## src/rtl/elevator_dispatcher_if.sv

```systemverilog
// Call/step/target bundle between the call front end, the dispatcher and the car controller.
// The dispatcher sits on the master side; the controller and front end sit on the slave side.
interface elevator_dispatcher_if;
   localparam int unsigned FLOORS  = 16;
   localparam int unsigned FLOOR_W = 4;

   logic [FLOORS-1:0]  call;
   logic               up;
   logic               dwn;
   logic               complete;
   logic [FLOOR_W-1:0] req;
   logic [FLOORS-1:0]  pending;
   logic [FLOOR_W-1:0] pos;
   logic               dir_up;
   logic               busy;
   logic               served;
   logic [FLOOR_W-1:0] served_floor;
   logic               fault;

   modport master (
      input  call, up, dwn, complete,
      output req, pending, pos, dir_up, busy, served, served_floor, fault
   );

   modport slave (
      output call, up, dwn, complete,
      input  req, pending, pos, dir_up, busy, served, served_floor, fault
   );
endinterface

```

## src/rtl/elevator_dispatcher.sv

```systemverilog
// SCAN call dispatcher for a single-car elevator: latches calls, tracks the car,
// issues one target at a time to the controller and clears the call on arrival.
module elevator_dispatcher #(
   parameter int unsigned DOOR_CYC   = 20,
   parameter int unsigned TRAVEL_MAX = 64
) (
   input  logic                  clk,
   input  logic                  rst,
   elevator_dispatcher_if.master bus
);

   localparam int unsigned FLOORS  = 16;
   localparam int unsigned FLOOR_W = 4;
   localparam int unsigned CNT_MAX = (DOOR_CYC > TRAVEL_MAX) ? DOOR_CYC : TRAVEL_MAX;
   localparam int unsigned CNT_W   = $clog2(CNT_MAX + 1);

   typedef enum logic [1:0] {
      S_IDLE,
      S_TRAVEL,
      S_DOOR
   } state_t;

   state_t             r_state;
   logic [FLOOR_W-1:0] r_req;
   logic [FLOORS-1:0]  r_pending;
   logic [FLOOR_W-1:0] r_pos;
   logic               r_dir_up;
   logic               r_busy;
   logic               r_served;
   logic [FLOOR_W-1:0] r_served_floor;
   logic               r_fault;
   logic [CNT_W-1:0]   r_cnt;

   state_t             w_state_nxt;
   logic [FLOOR_W-1:0] w_req_nxt;
   logic [FLOORS-1:0]  w_pending_nxt;
   logic [FLOOR_W-1:0] w_pos_nxt;
   logic               w_dir_nxt;
   logic               w_busy_nxt;
   logic               w_served_nxt;
   logic [FLOOR_W-1:0] w_sfloor_nxt;
   logic               w_fault_nxt;
   logic [CNT_W-1:0]   w_cnt_nxt;

   logic               w_above_vld;
   logic [FLOOR_W-1:0] w_above;
   logic               w_below_vld;
   logic [FLOOR_W-1:0] w_below;
   logic [FLOOR_W-1:0] w_tgt;
   logic               w_tgt_dir;
   logic               w_arrive;
   logic [FLOORS-1:0]  w_req_oh;
   logic [FLOORS-1:0]  w_tgt_oh;

   // Nearest pending floor on each side of the car, then the SCAN choice.
   always_comb begin
      w_above_vld = 1'b0;
      w_above     = '0;
      w_below_vld = 1'b0;
      w_below     = '0;
      for (int i = FLOORS - 1; i >= 0; i--) begin
         if (r_pending[i] && (FLOOR_W'(i) > r_pos)) begin
            w_above_vld = 1'b1;
            w_above     = FLOOR_W'(i);
         end
      end
      for (int i = 0; i < FLOORS; i++) begin
         if (r_pending[i] && (FLOOR_W'(i) < r_pos)) begin
            w_below_vld = 1'b1;
            w_below     = FLOOR_W'(i);
         end
      end

      w_tgt     = r_pos;
      w_tgt_dir = r_dir_up;
      if (r_pending[r_pos]) begin
         w_tgt = r_pos;
      end else if (r_dir_up) begin
         if (w_above_vld) begin
            w_tgt = w_above;
         end else begin
            w_tgt     = w_below;
            w_tgt_dir = 1'b0;
         end
      end else begin
         if (w_below_vld) begin
            w_tgt = w_below;
         end else begin
            w_tgt     = w_above;
            w_tgt_dir = 1'b1;
         end
      end
   end

   // Next-state and registered-output logic.
   always_comb begin
      w_state_nxt   = r_state;
      w_req_nxt     = r_req;
      w_pending_nxt = r_pending | bus.call;
      w_pos_nxt     = r_pos;
      w_dir_nxt     = r_dir_up;
      w_served_nxt  = 1'b0;
      w_sfloor_nxt  = r_served_floor;
      w_fault_nxt   = r_fault;
      w_cnt_nxt     = r_cnt;
      w_req_oh      = FLOORS'(1) << r_req;
      w_tgt_oh      = FLOORS'(1) << w_tgt;
      w_arrive      = bus.complete && !bus.up && !bus.dwn && (r_pos == r_req);

      // Simultaneous up and dwn is treated as no step.
      if (bus.up && !bus.dwn && (r_pos != FLOOR_W'(FLOORS - 1))) begin
         w_pos_nxt = r_pos + FLOOR_W'(1);
      end else if (bus.dwn && !bus.up && (r_pos != '0)) begin
         w_pos_nxt = r_pos - FLOOR_W'(1);
      end

      case (r_state)
         S_IDLE: begin
            if (r_pending != '0) begin
               w_req_nxt = w_tgt;
               w_dir_nxt = w_tgt_dir;
               w_cnt_nxt = '0;
               if (w_tgt == r_pos) begin
                  w_state_nxt   = S_DOOR;
                  w_pending_nxt = (r_pending | bus.call) & ~w_tgt_oh;
                  w_served_nxt  = 1'b1;
                  w_sfloor_nxt  = w_tgt;
               end else begin
                  w_state_nxt = S_TRAVEL;
               end
            end
         end

         S_TRAVEL: begin
            if (w_arrive) begin
               w_state_nxt   = S_DOOR;
               w_pending_nxt = (r_pending | bus.call) & ~w_req_oh;
               w_served_nxt  = 1'b1;
               w_sfloor_nxt  = r_req;
               w_cnt_nxt     = '0;
            end else if (r_cnt == CNT_W'(TRAVEL_MAX - 1)) begin
               w_state_nxt = S_IDLE;
               w_fault_nxt = 1'b1;
               w_cnt_nxt   = '0;
            end else begin
               w_cnt_nxt = r_cnt + CNT_W'(1);
            end
         end

         S_DOOR: begin
            // A call for the floor being served is already satisfied by the open door.
            w_pending_nxt = r_pending | (bus.call & ~w_req_oh);
            if (r_cnt == CNT_W'(DOOR_CYC - 1)) begin
               w_state_nxt = S_IDLE;
               w_cnt_nxt   = '0;
            end else begin
               w_cnt_nxt = r_cnt + CNT_W'(1);
            end
         end

         default: begin
            w_state_nxt = S_IDLE;
            w_cnt_nxt   = '0;
         end
      endcase

      w_busy_nxt = (w_state_nxt != S_IDLE);
   end

   always_ff @(posedge clk or negedge rst) begin
      if (!rst) begin
         r_state        <= S_IDLE;
         r_req          <= '0;
         r_pending      <= '0;
         r_pos          <= '0;
         r_dir_up       <= 1'b1;
         r_busy         <= 1'b0;
         r_served       <= 1'b0;
         r_served_floor <= '0;
         r_fault        <= 1'b0;
         r_cnt          <= '0;
      end else begin
         r_state        <= w_state_nxt;
         r_req          <= w_req_nxt;
         r_pending      <= w_pending_nxt;
         r_pos          <= w_pos_nxt;
         r_dir_up       <= w_dir_nxt;
         r_busy         <= w_busy_nxt;
         r_served       <= w_served_nxt;
         r_served_floor <= w_sfloor_nxt;
         r_fault        <= w_fault_nxt;
         r_cnt          <= w_cnt_nxt;
      end
   end

   assign bus.req          = r_req;
   assign bus.pending      = r_pending;
   assign bus.pos          = r_pos;
   assign bus.dir_up       = r_dir_up;
   assign bus.busy         = r_busy;
   assign bus.served       = r_served;
   assign bus.served_floor = r_served_floor;
   assign bus.fault        = r_fault;

endmodule

```

## src/flat_wrapper.sv

```systemverilog
// flat-port wrapper written by rule: the top's interface ports become plain ports
module elevator_dispatcher_flat 
#(
   parameter int unsigned DOOR_CYC   = 20,
   parameter int unsigned TRAVEL_MAX = 64
)
  (clk, rst, bus_call, bus_up, bus_dwn, bus_complete, bus_req, bus_pending, bus_pos, bus_dir_up, bus_busy, bus_served, bus_served_floor, bus_fault);
  elevator_dispatcher_if bus_i ();
  input  logic clk;
  input  logic rst;
  input wire logic [$bits(bus_i.call)-1:0] bus_call;
  input wire logic [$bits(bus_i.up)-1:0] bus_up;
  input wire logic [$bits(bus_i.dwn)-1:0] bus_dwn;
  input wire logic [$bits(bus_i.complete)-1:0] bus_complete;
  output wire logic [$bits(bus_i.req)-1:0] bus_req;
  output wire logic [$bits(bus_i.pending)-1:0] bus_pending;
  output wire logic [$bits(bus_i.pos)-1:0] bus_pos;
  output wire logic [$bits(bus_i.dir_up)-1:0] bus_dir_up;
  output wire logic [$bits(bus_i.busy)-1:0] bus_busy;
  output wire logic [$bits(bus_i.served)-1:0] bus_served;
  output wire logic [$bits(bus_i.served_floor)-1:0] bus_served_floor;
  output wire logic [$bits(bus_i.fault)-1:0] bus_fault;
  assign bus_i.call = bus_call;
  assign bus_i.up = bus_up;
  assign bus_i.dwn = bus_dwn;
  assign bus_i.complete = bus_complete;
  assign bus_req = bus_i.req;
  assign bus_pending = bus_i.pending;
  assign bus_pos = bus_i.pos;
  assign bus_dir_up = bus_i.dir_up;
  assign bus_busy = bus_i.busy;
  assign bus_served = bus_i.served;
  assign bus_served_floor = bus_i.served_floor;
  assign bus_fault = bus_i.fault;
  elevator_dispatcher #(.DOOR_CYC(DOOR_CYC), .TRAVEL_MAX(TRAVEL_MAX)) u_core (.clk(clk), .rst(rst), .bus(bus_i));
endmodule
```

## config.mk

```make
export PLATFORM = sky130hd
export DESIGN_NAME = elevator_dispatcher_flat
export DESIGN_NICKNAME = d
export VERILOG_FILES = /design/src/rtl/elevator_dispatcher_if.sv /design/src/rtl/elevator_dispatcher.sv /design/src/flat_wrapper.sv
export SDC_FILE = /design/constraint.sdc
export NUM_CORES = 1
export LEC_CHECK = 0
export CELL_PAD_IN_SITES_DETAIL_PLACEMENT = 1
export CELL_PAD_IN_SITES_GLOBAL_PLACEMENT = 1
export CORE_MARGIN = 3
export CORE_UTILIZATION = 44
export CTS_CLUSTER_SIZE = 8
export DETAILED_ROUTE_END_ITERATION = 6
export PLACE_DENSITY_LB_ADDON = 0.25
export SKIP_LAST_GASP = 1
export SLEW_MARGIN = 20
export SYNTH_ARGS = -nofsm -noshare
export SYNTH_HDL_FRONTEND = slang
export SYNTH_SLANG_ARGS = --single-unit
```

## constraint.sdc

```tcl
create_clock -name clk -period 6.1 [get_ports clk]
set_input_delay 1.22 -clock clk [delete_from_list [all_inputs] [get_ports clk]]
set_output_delay 1.22 -clock clk [all_outputs]
set_load 0.02 [all_outputs]
```

Yosys cells after proc, flatten, opt, wreduce, memory -nomap -nowiden
Cells that the tools add are included.
{"block": "op_classes", "n_addsub": 3, "magnitude_cmp": 33, "shifts": 2, "mux": 97, "n_bitwise": 9, "n_reduce_logical": 51, "eq_ne": 10}
{"cell": "$mux W4", "count": 33}
{"cell": "$and A16 B16 Y16", "count": 3}
{"cell": "$mux W16", "count": 3}
{"cell": "$pmux W16 S3", "count": 1}
{"cell": "$mux W1", "count": 40}
{"cell": "$logic_and A1 B1 Y1", "count": 39}
{"cell": "$gt A4 B4 Y1 const A", "count": 8}
{"cell": "$lt A4 B4 Y1 const A", "count": 8}
{"cell": "$not A16 Y16", "count": 2}
{"cell": "$or A16 B16 Y16", "count": 2}
{"cell": "$shl A1 B4 Y16 const A", "count": 2}
{"cell": "$mux W7", "count": 4}
{"cell": "$pmux W7 S3", "count": 1}
{"cell": "$gt A3 B4 Y1 const A", "count": 4}
{"cell": "$lt A3 B4 Y1 const A", "count": 4}
{"cell": "$reduce_bool A16 Y1", "count": 1}
{"cell": "$mux W2", "count": 7}
{"cell": "$mux W3", "count": 4}
{"cell": "$eq A4 B4 Y1", "count": 2}
{"cell": "$gt A1 B4 Y1 const A", "count": 2}
{"cell": "$gt A2 B4 Y1 const A", "count": 2}
{"cell": "$lt A1 B4 Y1 const A", "count": 2}
{"cell": "$lt A2 B4 Y1 const A", "count": 2}
{"cell": "$pmux W4 S2", "count": 1}
{"cell": "other kinds (21)", "count": 28}
{"block": "totals", "inputBits": 21, "register_bits": 41}

Longest topological paths before layout
Gate-level depths: netlist of run 1.
{"block": "depth", "depth_word": 27, "mapped_depth": 15, "ltp_nobuf": 12}

Worst setup path after synthesis of run 1
No wires, ideal clock.
{"block": "synth_path", "path_type": "reg-to-reg", "start": "reg u_core.r_pos[1] (netlist: u_core.bus.pos[1])", "end": "reg u_core.r_served_floor[2] (netlist: u_core.bus.served_floor[2])", "t_arrival_ns": 3.536, "stages_incl_launch_ff": 15, "period_less_slack_ns": 3.686, "path_slack_ns": 2.414, "n_path_buf": 2, "setup_time_ns": 0.150, "cell_sequence": "dfrtp_1 > buf_2 > inv_2 > ha_1 > and2b_1 > o21a_1 > nor4_4 > a31oi_1 > o311ai_1 > and3_1 > o2111ai_1 > a211oi_2 > buf_6 > mux2i_1 > a311oi_2"}
{"block": "synth_between", "elab_chain_cells": 24, "word_cells_on_any_way": 142}
{"element": "start, declared", "line": "elevator_dispatcher.sv:26", "source": "logic [FLOOR_W-1:0] r_pos;"}
{"element": "start signal, assigned", "line": "elevator_dispatcher.sv:186", "source": "r_pos <= w_pos_nxt;"}
{"element": "$gt A4 B4 Y1 or $lt A1 B4 Y1 (tied branches)", "line": "elevator_dispatcher.sv:62, elevator_dispatcher.sv:68"}
{"element": "$logic_and A1 B1 Y1, on equally long branches", "line": "elevator_dispatcher.sv:62, elevator_dispatcher.sv:68"}
{"element": "$mux W4, or another cell as far along (16 in series)", "line": "elevator_dispatcher.sv:62", "source": "if (r_pending[i] && (FLOOR_W'(i) > r_pos)) begin"}
{"element": "$mux W4, on equally long branches", "line": "elevator_dispatcher.sv:86, elevator_dispatcher.sv:79"}
{"element": "$mux W4", "line": "elevator_dispatcher.sv:78", "source": "end else if (r_dir_up) begin"}
{"element": "$mux W4", "line": "elevator_dispatcher.sv:76", "source": "if (r_pending[r_pos]) begin"}
{"element": "$eq A4 B4 Y1 or $mux W4 (tied branches)", "line": "elevator_dispatcher.sv:123", "source": "if (w_tgt == r_pos) begin"}
{"element": "$ne A2 B1 Y1 (no source line) or $mux W4 (tied branches)"}
{"element": "$reduce_and A4 Y1 (no source line) or $pmux W4 S2 (tied branches)"}
{"element": "end signal, assigned", "line": "elevator_dispatcher.sv:190", "source": "r_served_floor <= w_sfloor_nxt;"}
{"element": "end, declared", "line": "elevator_dispatcher.sv:30", "source": "logic [FLOOR_W-1:0] r_served_floor;"}
Several ways; a longest one is shown, not always the timed one. The select of a mux whose other input is x is not followed.
A chain may end at the register's enable or synchronous reset.

Final worst setup path of run 1
{"block": "layout_path", "start": "reg u_core.r_pos[1] (netlist: u_core.bus.pos[1])", "end": "reg u_core.r_served_floor[1] (netlist: u_core.bus.served_floor[1])"}
The elaborated chain is that of the path after synthesis.

==> results.yml, run 1 <==
global_routing:
  grt_max_degree: 42
  overflow: 0
  grt_pass1_wl_mm: 23.7
  antenna_found_initial: 0
  grt_usage: 0.294
  first_global_vias: 4481
clock_tree:
  postCtsSetupBuffers: 0
  cts_tree: "done"
  htreeDepth: 2
  cts_sinks: 41
  cts_resized: 0
  clk_path_buf_depth: 2
  clkSlewWorstSetupHoldPaths_ns: 0.10
  cts_made_buffers: 5
  clkLatencyLatePin_ns: 0.31
  cts_root_buf: "clkbuf_8"
  cts_hold_buf: 0
placement:
  gp_congestion: 0.937
  io_buffers: 52
  pre_cts_ws_ns: 1.14
  place_hpwl_mm: 10.8
detailed_routing:
  via_count: 4345
  drt-initial-drc-count: 320
  via_per_inst: 6.73
  firstDrtPassIters: 4
  avgRoutedWirePerCell_um: 23.2
  ant_nets: 0
  routed_wl_mm: 15.0
  drc: 0
floorplan:
  coreArea_sq_mm: 0.00881
  die_w_um: 102
  start_util: 0.457
  die_area_sq_mm: 0.0103
  die_h_um: 102
  ioPinCount: 53
  rows: 34
synth:
  synth_edf_count: 0
  synth_nets: 549
  ys_ff_latch: 41
  netlist.area_leader.share: 0.249
  synthTopCellsByArea: "dfrtp_1 25%, o21ai_0 6.8%, nor2_1 4.6%"
  synth-seq-area-share: 0.255
  syn_area_per_cell_sq_um: 7.77
  synth_cell_types: 79
  yosysWarnings: 0
  synth_cells: 518
  synthTopCellsByCount: "55 x o21ai_0, 49 x nor2_1, 42 x nand2_1"
  yosysMostFrequentCell: "o21ai_0"
  synthFlopType: "dfrtp_1"
  yosysTopAreaCell: "dfrtp_1"
  synthArstFlopShare: 1.00
  syn_area_sq_mm: 0.00403
timing:
  finClkSkew_ns: 0.0109
  maxSlewViolCount: 0
  tns_ns: 0
  fin_crit_ns: 5.06
  rsz0062_at_grt: "false"
  max_freq_ghz: 0.197
  setup_ws_ns: 1.04
  setup_viol: 0
  hold_viol: 0
  min_period_over_period: 0.830
  slew_headroom: 0.325
  hold_slack_ns: 0.493
  worstMarginPinSlew_ns: 1.01
worst_setup_path:
  max_stage_delay_ns: 0.95
  cpMaxStageDelayCell: "dfrtp_1"
  crit_path_end_kind: "register"
  startpoint_type: "register"
  worstPathCellList: "ha_1 > o211ai_1 > a22oi_1 > nor4b_4 > nand4bb_1 > and4_1 > a2111oi_1 > o2111ai_1 > a211oi_2 > o21ai_0 > or3_1"
  worstReg2RegStart: "u_core.bus.pos[1]$_DFFE_PN0P_"
  crit_path_max_fanout: 24
  cp.arrival_ns: 5.25
  cp.required_ns: 6.29
  cp-startpoint: "u_core.bus.pos[1]$_DFFE_PN0P_"
  path_class: "reg -> reg"
layout:
  nNetsFinal: 568
  antenna_cells: 0
  drive_above_1_share: 0.0892
  area_growth_pct: 14.1
  fill_cells: 1092
  fin_util: 0.522
outcome:
  outcome: "complete, no violations"
run:
  drv_cap: 0
hold_path:
  hold_class: "reg -> reg"
  min-delay-start: "u_core.bus.fault$_DFFE_PN0P_"
[layout make-up]
type                            count  area (sq um)  share of cell area
Sequential cell                    41          1030               0.224
Clock inverter                      2          38.8             0.00844
Tap cell                          108           135              0.0294
Clock buffer                        6          72.6              0.0158
Multi-Input combinational cell    417          2720               0.592
Timing Repair Buffer               55           538               0.117
Inverter                           17          63.8              0.0139
[registers in the layout, summed over array words and instances (netlist names)]
signal / count
u_core.r_cnt: 7
u_core.bus.req: 4
u_core.bus.fault: 1
u_core.bus.pos: 4
u_core.bus.pending: 16
u_core.bus.served_floor: 4
u_core.bus.dir_up: 1
u_core.bus.busy: 1
u_core.bus.served: 1
u_core.r_state: 2
[path summary, 6_finish.rpt]
| check | end | slack, ns | cells past startpoint |
|---|---|---|---|
| worst min-delay path | u_core.bus.fault$_DFFE_PN0P_ | 0.49 | 2 |
| worst max register to register | u_core.bus.served_floor[1]$_DFFE_PN0P_ | 1.04 | 11 |
| worst max-delay path | u_core.bus.served_floor[1]$_DFFE_PN0P_ | 1.04 | 11 |
| max in group asynchronous | u_core.bus.served_floor[2]$_DFFE_PN0P_ | 4.41 | 1 |
| worst min register to register | u_core.bus.fault$_DFFE_PN0P_ | 0.49 | 2 |
| min in group asynchronous | u_core.bus.pos[0]$_DFFE_PN0P_ | 1.07 | 1 |
[layer usage]
layer	vias up	part of all wire	wire length (um)	global-route usage
met5	-	0	0	0
met4	0	0.033	491	0.125
met3	48	0.058	869	0.0303
met2	178	0.49	7370	0.492
met1	2148	0.42	6220	0.385
li1	1971	-	-	-
[per-stage QoR]
step / instances / cell area, sq um
finish: 646 / 4590
global placement: 638 / 4480
floorplan: 518 / 4030
detailed placement: 638 / 4480
CTS: 646 / 4590
global route: 646 / 4590
[critical path, delay by kind of cell (launching register included)]
family                     cells  cell delay (ns)
AOI/OAI and AO/OA              6             2.25
and+or+nand+nor                4             1.17
DFF                            1             0.95
adders and majority gates      1             0.56
[cell usage in the layout (no fill, tap or decap), drive strengths merged, types with 6 or more instances in the layout]
| cell type | n |
|---|---|
| clkdlybuf4s50 | 51 |
| clkbuf | 6 |
| inv | 15 |
| nor2 | 50 |
| nand2 | 42 |
| nand2b | 9 |
| nor3 | 8 |
| mux2i | 6 |
| ha | 10 |
| or2 | 9 |
| a21oi | 32 |
| nand3 | 22 |
| and3 | 7 |
| nor2b | 11 |
| o31ai | 16 |
| o22ai | 11 |
| a31oi | 22 |
| o21ai | 55 |
| dfrtp | 40 |
| a211oi | 9 |
| a21o | 8 |
[kinds of logic after synthesis]
family,count (synthesis),share of synthesized area
AND/OR/NAND/NOR,187,0.243
AO/OA/AOI/OAI,203,0.346
flip-flops,41,0.255
multiplexers,11,0.0401
XOR/XNOR,6,0.0131
adder cells (fa/ha/maj),10,0.0311
buffers and inverters,60,0.0715
Power of run 1 is not shown: default switching activity piles up to over one toggle a cycle in this logic, so the estimate is an artifact.
==> inputs of run 2 (changes only) <==
- CORE_UTILIZATION: 44 -> 38
- clock period: 6.1 -> 4.4 ns (I/O delays scaled with it)
==> results.yml, run 2 (synthesized netlist as in run 1, its figures left out) <==
outcome:
  outcome: "complete, no violations"
layout:
  mostFrequentLayoutCells: "55 x o21ai_0, 51 x clkdlybuf4s50_1, 49 x nor2_1"
  layout_commonest_cell: "o21ai_0"
  antenna_cells: 0
  largest_reg_flops: 16
  nNetsFinal: 583
  area_growth_pct: 17.9
  fill_cells: 1222
  drive_above_1_share: 0.118
  instances_no_fill: 686
global_routing:
  grt_max_degree: 42
  antenna_found_initial: 0
  grt_pass1_wl_mm: 24.2
  overflow: 0
  first_global_vias: 4348
  grt_usage: 0.263
worst_setup_path:
  path_class: "reg -> reg"
  cp.arrival_ns: 4.35
  cp.required_ns: 4.59
  startpoint_type: "register"
  crit_path_max_fanout: 8
  crit_path_end_kind: "register"
timing:
  rsz0062_at_grt: "false"
  maxSlewViolCount: 0
  slew_headroom: 0.293
  finClkSkew_ns: 0.00921
  hold_viol: 0
  setup_viol: 0
  fin_crit_ns: 4.16
  max_freq_ghz: 0.240
  min_period_over_period: 0.945
  worstMarginPinSlew_ns: 1.06
  tns_ns: 0
hold_path:
  hold_class: "reg -> reg"
placement:
  gp_congestion: 1.01
  io_buffers: 52
  dp.cells: 678
  place_hpwl_mm: 11.1
detailed_routing:
  via_count: 4377
  drc: 0
  avgRoutedWirePerCell_um: 22.0
  ant_nets: 0
  drt-initial-drc-count: 240
  routed_wl_mm: 15.1
  firstDrtPassIters: 5
  via_per_inst: 6.38
floorplan:
  die_h_um: 109
  rows: 36
  die_w_um: 109
  start_util: 0.401
  coreArea_sq_mm: 0.0100
  ioPinCount: 53
  die_area_sq_mm: 0.0119
run:
  drv_cap: 0
clock_tree:
  cts_sinks: 41
  postCtsSetupBuffers: 0
  clk_path_buf_depth: 2
  htreeDepth: 2
  clkSlewWorstSetupHoldPaths_ns: 0.10
  cts_made_buffers: 5
  cts_root_buf: "clkbuf_8"
  cts_tree: "done"
  clkLatencyLatePin_ns: 0.31
-- run 2: path summary, 6_finish.rpt --
check                                              start                                      to  slack, ns  cells past startpoint
setup / recovery           u_core.bus.pos[1]$_DFFE_PN0P_  u_core.bus.served_floor[1]$_DFFE_PN0P_       0.24                     12
hold / removal              u_core.bus.fault$_DFFE_PN0P_            u_core.bus.fault$_DFFE_PN0P_       0.49                      2
setup reg to reg           u_core.bus.pos[1]$_DFFE_PN0P_  u_core.bus.served_floor[1]$_DFFE_PN0P_       0.24                     12
hold reg to reg             u_core.bus.fault$_DFFE_PN0P_            u_core.bus.fault$_DFFE_PN0P_       0.49                      2
max in group asynchronous                            rst           u_core.bus.pos[0]$_DFFE_PN0P_       3.42                      1
min in group asynchronous                            rst             u_core.bus.served$_DFF_PN0_       0.56                      1
-- run 2: area by class of cell --
type / count / area [sq um] / area share
multi-input combinational: 417 / 2720 / 0.573
sequential: 41 / 1030 / 0.217
timing repair buffer: 70 / 653 / 0.138
tap: 133 / 166 / 0.0351
clock buffer: 6 / 72.6 / 0.0153
inverter: 17 / 66.3 / 0.0140
clock inverter: 2 / 38.8 / 0.00817
-- run 2: routing by layer --
| metal | GRT usage | wire length (um) | vias to the layer above | part of all wire |
|---|---|---|---|---|
| li1 | - | - | 1995 | - |
| met1 | 0.372 | 6920 | 2193 | 0.46 |
| met2 | 0.412 | 6950 | 163 | 0.46 |
| met3 | 0.0444 | 982 | 26 | 0.065 |
| met4 | 0.0739 | 250 | 0 | 0.017 |
| met5 | 0 | 0 | - | 0 |
-- run 2: stage by stage --
stage	setup slack [ns]	hold slack, ns	util	instance area, sq um
floorplan	0.714	0.463	-	4030
global placement	0.445	0.461	0.460	4620
detailed placement	0.235	0.462	0.460	4620
CTS	0.139	0.489	0.471	4730
global route	0.0898	0.531	0.473	4750
finish	0.241	0.488	0.473	4750
-- run 2: worst max-delay path, cell delays in order (launching register included) --
cell       delay (ns)
dfrtp_1          0.55
ha_1             0.40
nor2_2           0.09
a221o_1          0.42
nor4b_4          0.36
nand4bb_1        0.26
and4_1           0.28
a2111oi_1        0.45
o2111ai_1        0.29
a211oi_2         0.31
buf_4            0.19
nor3b_1          0.05
or3_1            0.39
-- run 2: timing repair --
action	in CTS	in global routing
resized for setup	0	4
hold buffers	0	0
setup endpoints to repair	0	8
Power of run 2 is left out for the same reason.
==> inputs of run 3 (changes only) <==
- CORE_MARGIN: 3 -> unset
- GPL_TIMING_DRIVEN: unset -> 0
- PLACE_DENSITY_LB_ADDON: 0.25 -> 0.1
==> results.yml, run 3 (synthesized netlist as in run 1, its figures left out) <==
outcome:
  outcome: "complete, no violations"
detailed_routing:
  avgRoutedWirePerCell_um: 21.8
  ant_nets: 0
  via_count: 4409
  routed_wl_mm: 15.6
  firstDrtPassIters: 4
  drc: 0
  drt-initial-drc-count: 207
  via_per_inst: 6.17
run:
  drv_cap: 0
clock_tree:
  clk_path_buf_depth: 2
  clkLatencyLatePin_ns: 0.31
  postCtsSetupBuffers: 0
  cts_root_buf: "clkbuf_8"
  cts_tree: "done"
  cts_sinks: 41
  cts_made_buffers: 5
  htreeDepth: 2
  clkSlewWorstSetupHoldPaths_ns: 0.09
timing:
  rsz0062_at_grt: "false"
  maxSlewViolCount: 0
  hold_viol: 0
  finClkSkew_ns: 0.00999
  setup_ws_ns: 0.311
  min_period_over_period: 0.929
  max_freq_ghz: 0.245
  fin_crit_ns: 4.09
  worstMarginPinSlew_ns: 0.893
  slew_headroom: 0.402
  setup_viol: 0
layout:
  drive_above_1_share: 0.112
  fill_cells: 1306
  layout_commonest_cell: "o21ai_0"
  largest_reg_flops: 16
  area_growth_pct: 21.4
  nNetsFinal: 609
  mostFrequentLayoutCells: "55 x o21ai_0, 51 x clkdlybuf4s50_1, 49 x nor2_1"
  antenna_cells: 0
worst_setup_path:
  cp.arrival_ns: 4.31
  max_stage_delay_ns: 0.46
  cpMaxStageDelayCell: "dfrtp_1"
  cp_num_buf_inv: 3
  cp_top_family: "compound AO/OA/AOI/OAI gates"
  crit_path_max_fanout: 10
  crit_path_end_kind: "register"
  path_class: "reg -> reg"
  cp.required_ns: 4.62
  startpoint_type: "register"
  worstPathCellList: "buf_2 > inv_4 > ha_4 > and2b_1 > o21a_1 > nor4_4 > a31oi_1 > o211a_1 > a2111oi_1 > o2111ai_1 > a211oi_2 > buf_6 > o311ai_1 > a221oi_2"
placement:
  pre_cts_ws_ns: -0.0140
  place_hpwl_mm: 11.9
  gp_congestion: 0.919
  io_buffers: 52
hold_path:
  hold_class: "reg -> reg"
floorplan:
  rows: 37
  coreArea_sq_mm: 0.0103
  start_util: 0.392
  die_area_sq_mm: 0.0110
  ioPinCount: 53
  die_w_um: 105
  die_h_um: 105
global_routing:
  overflow: 0
  grt_pass1_wl_mm: 24.8
  grt_max_degree: 23
  antenna_found_initial: 0
  grt_usage: 0.291
  first_global_vias: 4619
run 3: cell count changes in the layout (fill, tap and decap cells not counted), moves of 5 or more:
| cell | delta |
|---|---|
| clkbuf_1 | +28 |
| buf_4 | -17 |
| buf_2 | +6 |
| buf_6 | +5 |
run 3: worst min-delay path, stage by stage (launching register included):
cell     delay [ns]
dfrtp_1        0.36
inv_1          0.04
o31ai_1        0.07
run 3: per-layer routing:
metal  routed length (um)  part of all wire  track usage  vias up
li1                     -                 -            -     2057
met1                 6560              0.42        0.340     2208
met2                 7910              0.51        0.535      113
met3                  626             0.040       0.0318       31
met4                  518             0.033        0.122        0
met5                    0                 0            0        -
run 3: path summary, 6_finish.rpt:
| kind | cells after the start | start | end | slack, ns |
|---|---|---|---|---|
| max | 14 | u_core.bus.pos[1]$_DFFE_PN0P_ | u_core.bus.served_floor[0]$_DFFE_PN0P_ | 0.31 |
| min | 2 | u_core.bus.fault$_DFFE_PN0P_ | u_core.bus.fault$_DFFE_PN0P_ | 0.51 |
| max reg2reg | 14 | u_core.bus.pos[1]$_DFFE_PN0P_ | u_core.bus.served_floor[0]$_DFFE_PN0P_ | 0.31 |
| min reg2reg | 2 | u_core.bus.fault$_DFFE_PN0P_ | u_core.bus.fault$_DFFE_PN0P_ | 0.51 |
| max in group asynchronous | 2 | rst | u_core.bus.req[3]$_DFFE_PN0P_ | 3.30 |
| min in group asynchronous | 1 | rst | u_core.r_state[1]$_DFF_PN0_ | 0.56 |
run 3: what timing repair did:
item / CTS / global route
hold buffers: 0 / 0
resized for setup: 1 / 9
pin swaps: 0 / 3
setup endpoints to repair: 3 / 15
run 3: per-stage QoR:
| stage | setup TNS, ns | hold slack, ns | util | std cells | cell area [sq um] |
|---|---|---|---|---|---|
| 2_1_floorplan | 0 | 0.463 | - | 518 | 4030 |
| 6_report | 0 | 0.507 | 0.476 | 715 | 4890 |
| 4_1_cts | 0 | 0.525 | 0.472 | 715 | 4850 |
| 3_5_place_dp | -0.0310 | 0.498 | 0.460 | 707 | 4730 |
| 5_1_grt | 0 | 0.558 | 0.476 | 715 | 4890 |
| 3_3_place_gp | 0 | 0.465 | 0.459 | 706 | 4720 |
run 3: cell type report:
| class | count | area, sq um | area share |
|---|---|---|---|
| Inverter | 17 | 68.8 | 0.0141 |
| Tap cell | 136 | 170 | 0.0348 |
| Multi-Input combinational cell | 417 | 2750 | 0.562 |
| Buffer | 43 | 225 | 0.0461 |
| Sequential cell | 41 | 1030 | 0.210 |
| Timing Repair Buffer | 53 | 536 | 0.110 |
| Clock buffer | 6 | 72.6 | 0.0148 |
| Clock inverter | 2 | 38.8 | 0.00794 |
Power of run 3 is left out for the same reason.
